==> config.mk <==
export PLATFORM = sky130hd
export DESIGN_NAME = prog_loader
export DESIGN_NICKNAME = d
export VERILOG_FILES = /design/src/rtl/avr_loader_pkg.sv /design/src/rtl/prog_loader.sv
export SDC_FILE = /design/constraint.sdc
export NUM_CORES = 1
export LEC_CHECK = 0
export BUFFER_PORTS_ARGS = -buffer_cell sky130_fd_sc_hd__buf_2
export CORE_ASPECT_RATIO = 1.1
export CORE_MARGIN = 10
export CORE_UTILIZATION = 45
export DETAILED_ROUTE_END_ITERATION = 10
export HOLD_SLACK_MARGIN = 0.1
export PLACE_DENSITY_LB_ADDON = 0.08
export SLEW_MARGIN = 20
export SYNTH_ARGS = -nofsm -noshare
export SYNTH_HDL_FRONTEND = slang
export SYNTH_SLANG_ARGS = --single-unit
==> constraint.sdc <==
create_clock -name CLK -period 2.8 [get_ports CLK]
set_clock_uncertainty 0.1 [all_clocks]
set_input_delay 0.42 -clock CLK [delete_from_list [all_inputs] [get_ports CLK]]
set_output_delay 0.42 -clock CLK [all_outputs]
set_load 0.05 [all_outputs]
==> src/rtl/avr_loader_pkg.sv <==
// Shared types and frame constants for the serial program-memory loader.
// The frame is: SYNC, LEN_LO, LEN_HI, LEN x {first byte, second byte}, CKSUM.
package avr_loader_pkg;

  localparam int unsigned BYTE_W            = 8;
  localparam int unsigned WORD_W            = 16;
  localparam int unsigned LEN_W             = 16;
  localparam int unsigned ADDR_W_DEFAULT    = 9;
  localparam int unsigned MAX_WORDS_DEFAULT = 512;

  localparam logic [BYTE_W-1:0] SYNC_BYTE_DEFAULT = 8'h55;

  typedef enum logic [3:0] {
    IDLE,
    LEN_LO,
    LEN_HI,
    DATA_LO,
    DATA_HI,
    WRITE,
    CHECK,
    DONE,
    ERROR
  } loader_state_e;

  // Program word as stored in ROM order; the fetch path swaps the bytes.
  typedef struct packed {
    logic [BYTE_W-1:0] first;
    logic [BYTE_W-1:0] second;
  } pm_word_t;

  // CPU is held for the whole frame, released only when idle or failed.
  function automatic logic state_stalls_cpu(input loader_state_e s);
    return !(s == IDLE || s == ERROR);
  endfunction

  // Byte intake pauses only while a word is written or the CPU is reset.
  function automatic logic state_takes_byte(input loader_state_e s);
    return !(s == WRITE || s == DONE);
  endfunction

endpackage

==> src/rtl/prog_loader.sv <==
// Receives a framed program image byte-by-byte, writes it into program memory
// as 16-bit words, verifies an 8-bit additive checksum and pulses the CPU reset.
module prog_loader
  import avr_loader_pkg::*;
#(
  parameter int unsigned       ADDR_W    = ADDR_W_DEFAULT,
  parameter int unsigned       MAX_WORDS = MAX_WORDS_DEFAULT,
  parameter logic [BYTE_W-1:0] SYNC_BYTE = SYNC_BYTE_DEFAULT
) (
  input  logic              CLK,
  input  logic              RST,
  input  logic [BYTE_W-1:0] rx_data,
  input  logic              rx_valid,
  output logic              rx_ready,
  output logic [ADDR_W-1:0] pm_addr,
  output logic [WORD_W-1:0] pm_wdata,
  output logic              pm_we,
  output logic              cpu_stall,
  output logic              cpu_rst,
  output logic              load_err
);

  loader_state_e state_q, state_n;

  logic [BYTE_W-1:0] len_lo_q, len_lo_n;
  logic [LEN_W-1:0]  len_q, len_n;
  logic [BYTE_W-1:0] first_q, first_n;
  logic [BYTE_W-1:0] sum_q, sum_n;
  logic [LEN_W-1:0]  idx_q, idx_n;

  logic [ADDR_W-1:0] pm_addr_n;
  pm_word_t          pm_wdata_n;
  logic              load_err_n;
  logic              accept_c;
  logic              is_sync_c;
  logic [LEN_W-1:0]  len_full_c;
  logic [LEN_W-1:0]  idx_inc_c;

  assign accept_c   = rx_valid & rx_ready;
  assign is_sync_c  = (rx_data == SYNC_BYTE);
  assign len_full_c = {rx_data, len_lo_q};
  assign idx_inc_c  = idx_q + LEN_W'(1);

  // Next-state, datapath updates and next values of the registered outputs.
  always_comb begin
    state_n    = state_q;
    len_lo_n   = len_lo_q;
    len_n      = len_q;
    first_n    = first_q;
    sum_n      = sum_q;
    idx_n      = idx_q;
    pm_addr_n  = pm_addr;
    pm_wdata_n = pm_word_t'(pm_wdata);
    load_err_n = load_err;

    unique case (state_q)
      IDLE, ERROR: begin
        // Resync is only honoured between frames, never inside one.
        if (accept_c && is_sync_c) begin
          state_n    = LEN_LO;
          sum_n      = '0;
          idx_n      = '0;
          load_err_n = 1'b0;
        end
      end

      LEN_LO: begin
        if (accept_c) begin
          len_lo_n = rx_data;
          state_n  = LEN_HI;
        end
      end

      LEN_HI: begin
        if (accept_c) begin
          len_n = len_full_c;
          if (32'(len_full_c) > MAX_WORDS) begin
            state_n = ERROR;
          end else if (len_full_c == '0) begin
            state_n = CHECK;
          end else begin
            state_n = DATA_LO;
          end
        end
      end

      DATA_LO: begin
        if (accept_c) begin
          first_n = rx_data;
          sum_n   = sum_q + rx_data;
          state_n = DATA_HI;
        end
      end

      DATA_HI: begin
        if (accept_c) begin
          sum_n             = sum_q + rx_data;
          pm_wdata_n.first  = first_q;
          pm_wdata_n.second = rx_data;
          pm_addr_n         = ADDR_W'(idx_q);
          state_n           = WRITE;
        end
      end

      WRITE: begin
        idx_n   = idx_inc_c;
        state_n = (idx_inc_c == len_q) ? CHECK : DATA_LO;
      end

      CHECK: begin
        if (accept_c) begin
          state_n = (rx_data == sum_q) ? DONE : ERROR;
        end
      end

      DONE: begin
        state_n = IDLE;
      end

      default: begin
        state_n = IDLE;
      end
    endcase

    if (state_n == ERROR) begin
      load_err_n = 1'b1;
    end
  end

  // State, datapath and output registers; reset wins over any accepted byte.
  always_ff @(posedge CLK) begin
    if (RST) begin
      state_q   <= IDLE;
      len_lo_q  <= '0;
      len_q     <= '0;
      first_q   <= '0;
      sum_q     <= '0;
      idx_q     <= '0;
      pm_addr   <= '0;
      pm_wdata  <= '0;
      pm_we     <= 1'b0;
      cpu_stall <= 1'b0;
      cpu_rst   <= 1'b0;
      load_err  <= 1'b0;
      rx_ready  <= 1'b1;
    end else begin
      state_q   <= state_n;
      len_lo_q  <= len_lo_n;
      len_q     <= len_n;
      first_q   <= first_n;
      sum_q     <= sum_n;
      idx_q     <= idx_n;
      pm_addr   <= pm_addr_n;
      pm_wdata  <= WORD_W'(pm_wdata_n);
      pm_we     <= (state_n == WRITE);
      cpu_stall <= state_stalls_cpu(state_n);
      cpu_rst   <= (state_n == DONE);
      load_err  <= load_err_n;
      rx_ready  <= state_takes_byte(state_n);
    end
  end

endmodule

==> metrics.md <==
| Metric | Value |
|---|---|
| Outcome | `complete, no violations` |
| Post-synth EDFFs | `0` |
| Initial antenna violation count | `0` |
| Vias in the first global route | `3872` |
| Power Total | `0.002339 W` |
| Crit path max-delay cell type | `dfxtp_1` |
| Iter 0 DRT Violations | `194` |
| # DRC | `0` |
| Place WS | `0.1372 ns` |
| Placed Instances | `708` |
| Hold_buf cts | `0` |
| Width of the chip | `115.3 um` |
| Worst path cell trace | `ha_2 -> and3_1 -> and3_1 -> o2111ai_1 -> a2111oi_1 -> and4bb_2 -> a31oi_1 -> or2_1` |
| Area share of the largest cell type after synthesis | `40.10%` |
| Fraction of registers with async set/reset | `0%` |
| P_leak | `2.113 nW` |
| Clk root buf | `clkbuf_8` |
| Detailed-route via count | `3946` |
| Clk sink count | `90` |
| Final setup margin | `0.1924 ns` |
| Gr usage total | `16.65%` |
| Placed Instance Area | `4913 sq um` |
| Initial core utilization | `45.87%` |
| Worst Path Required | `2.94 ns` |
| Largest net degree at the start of global routing | `45` |
| Yosys warns | `0` |
| Slowest stage delay, CP | `0.43 ns` |
| Worst slew pin tran | `0.5659 ns` |
| Crit path max fanout | `8` |
| R2R setup slack | `0.19 ns` |
| CP startpoint kind | `register` |
| CP arrival | `2.75 ns` |
| Buffers on Ports | `40` |
| Maximum VDD drop | `0.3045 mV` |
| Io pins | `41` |
| DIE HEIGHT | `124.8 um` |
| Core ar. | `9794 sq um` |
| Final std cells w/o fill | `724` |
| Row count | `38` |
| Critical R2R Launch | `idx_q[1]` |
| CP endpoint kind | `register` |
| Cell count after synthesis | `554` |
| R2R Path End | `rx_ready` |
| WHS Endpoint | `cpu_stall` |
| Most frequent cell after synthesis | `dfxtp_1` |
| Fin. Hold Viols | `0` |
| Area leader, netlist | `dfxtp_1` |
| Syn nets | `574` |
| Hold Path Class | `input port to register` |
| Fin nets | `619` |
| Clock transition at path regs | `0.10 ns` |
| Area contributors post-synth | `dfxtp_1 40%, nor2_1 7.2%, mux2i_1 7.1%, nand2_1 6.0%, a21oi_1 5.5%` |
| Share of cells above drive strength 1 | `16.06%` |
| Slew headroom | `62.17%` |
| Fmax | `383.5 MHz` |
| Post-synth cell types | `63` |
| Top cells by count, synth | `90 x dfxtp_1, 86 x nor2_1, 72 x nand2_1` |
| Average cell area after synthesis | `8.110 sq um` |
| Total gr overflow | `0` |
| Detailed placement HPWL | `8.574 mm` |
| Yosys reg bits | `90` |
| Routability cong. | `0.8952` |
| First-pass GRT wire length | `19.72 mm` |
| Final Slew Violations | `0` |
| Fin Hold WS | `0.2068 ns` |
| Synth-to-layout area growth | `14.20%` |
| Tcrit/Tclk final | `93.13%` |
| PwrDens | `455.7 nW/um^2` |
| Start point of the worst hold path | `RST` |
| Final setup vio count | `0` |
| Min cycle time layout | `2.608 ns` |
| Finished Cell Area | `5131 sq um` |
| Die area | `14390 sq um` |
| ANT cells | `0` |
| Clk_lat worst skew | `0.36 ns` |
| Post_cts resized | `0` |
| CTS tree | `yes` |
| H-tree depth | `3` |
| CTS buffer count | `9` |
| Hold depth | `2` |
| Count of cells along the worst register-to-register path | `8` |
| Routed WL | `11.87 mm` |
| Drt pass-1 iters | `4` |
| Crit Path Class | `register to register` |
| Max_cap viols | `0` |
| Post-synth top flop | `dfxtp_1` |
| Max clock buf depth | `2` |
| DR vias/cell | `5.450` |
| DR WL/cell | `16.40 um` |
| DRT antenna net count | `0` |
| Register area share after synthesis | `40.10%` |
| Most frequent cell on the critical path | `and3_1` |
| Setup Buffers After CTS | `0` |
| Mapped Area | `4493 sq um` |
[area by class of cell]
cell class,count,area (sq um)
Fill cell,957,4663
Inverter,10,37.54
Multi-Input combinational cell,421,2524
Sequential cell,90,1802
Timing Repair Buffer,67,402.9
Tap cell,120,150.1
Clock inverter,7,91.34
Clock buffer,9,123.9
[logic make-up after synthesis]
kind of cell,count (synthesis),synth area share (%)
XOR/XNOR,27,5.263
AND/OR/NAND/NOR,240,25.48
multiplexers,32,7.129
flip-flops,90,40.10
AO/OA/AOI/OAI,113,15.57
adder cells (fa/ha/maj),9,2.673
buffers and inverters,43,3.787
[state kept, by name, summed over array words and instances (netlist names)]
register   count
pm_we          1
rx_ready       1
len_lo_q       8
pm_wdata      16
cpu_rst        1
idx_q         16
len_q         16
load_err       1
first_q        8
sum_q          8
pm_addr        9
state_q        4
cpu_stall      1
[how the worst max path moves through the flow]
| stage | end | startpoint | cells past startpoint |
|---|---|---|---|
| 6_report | rx_ready | idx_q[1] | 8 |
| 3_5_place_dp | rx_ready | rx_data[5] | 9 |
| 3_3_place_gp | rx_ready | rx_data[5] | 9 |
| 5_1_grt | rx_ready | idx_q[1] | 8 |
| 4_1_cts | rx_ready | idx_q[1] | 8 |
| 2_1_floorplan | rx_ready | idx_q[0] | 8 |
[metal layers]
metal  part of all wire [%]  vias up  GRT usage [%]
met5                      0        -              0
met4                    1.4        0          5.466
met3                    4.9       12          5.010
met2                     47       63          25.60
met1                     46     1838          21.54
li1                       -     2033              -
[worst max-delay path, delay by kind of cell (launching register included)]
family                     cells  cell delay [ns]
DFF                            1             0.43
and+or+nand+nor                4             1.02
adders and majority gates      1             0.28
AOI/OAI and AO/OA              3             0.66
[layout by cell type (no fill, tap or decap), types with 5 or more instances in the layout]
| cell type | n |
|---|---|
| xor2_1 | 11 |
| nand4_1 | 5 |
| nor3_1 | 16 |
| nand2_1 | 72 |
| inv_1 | 9 |
| buf_4 | 27 |
| xnor2_1 | 16 |
| mux2i_1 | 32 |
| o21ai_0 | 21 |
| clkbuf_8 | 9 |
| buf_2 | 40 |
| nand3_1 | 15 |
| a21oi_1 | 49 |
| a31oi_1 | 12 |
| nor2_1 | 86 |
| ha_1 | 7 |
| dfxtp_1 | 90 |
[power breakdown]
group	total (W)	switching [W]	internal (W)
Combinational	0.0000899	0.0000628	0.0000271
Clock	0.000969	0.000528	0.000441
Sequential	0.00128	0.000000237	0.00128
[stage by stage]
step	setup TNS (ns)	utilization (%)
2_1_floorplan	0	-
3_3_place_gp	0	50.17
3_5_place_dp	0	50.17
4_1_cts	0	52.36
5_1_grt	-0.004598	52.39
6_report	0	52.39
Note: power is estimated with default switching activity, not from simulation.
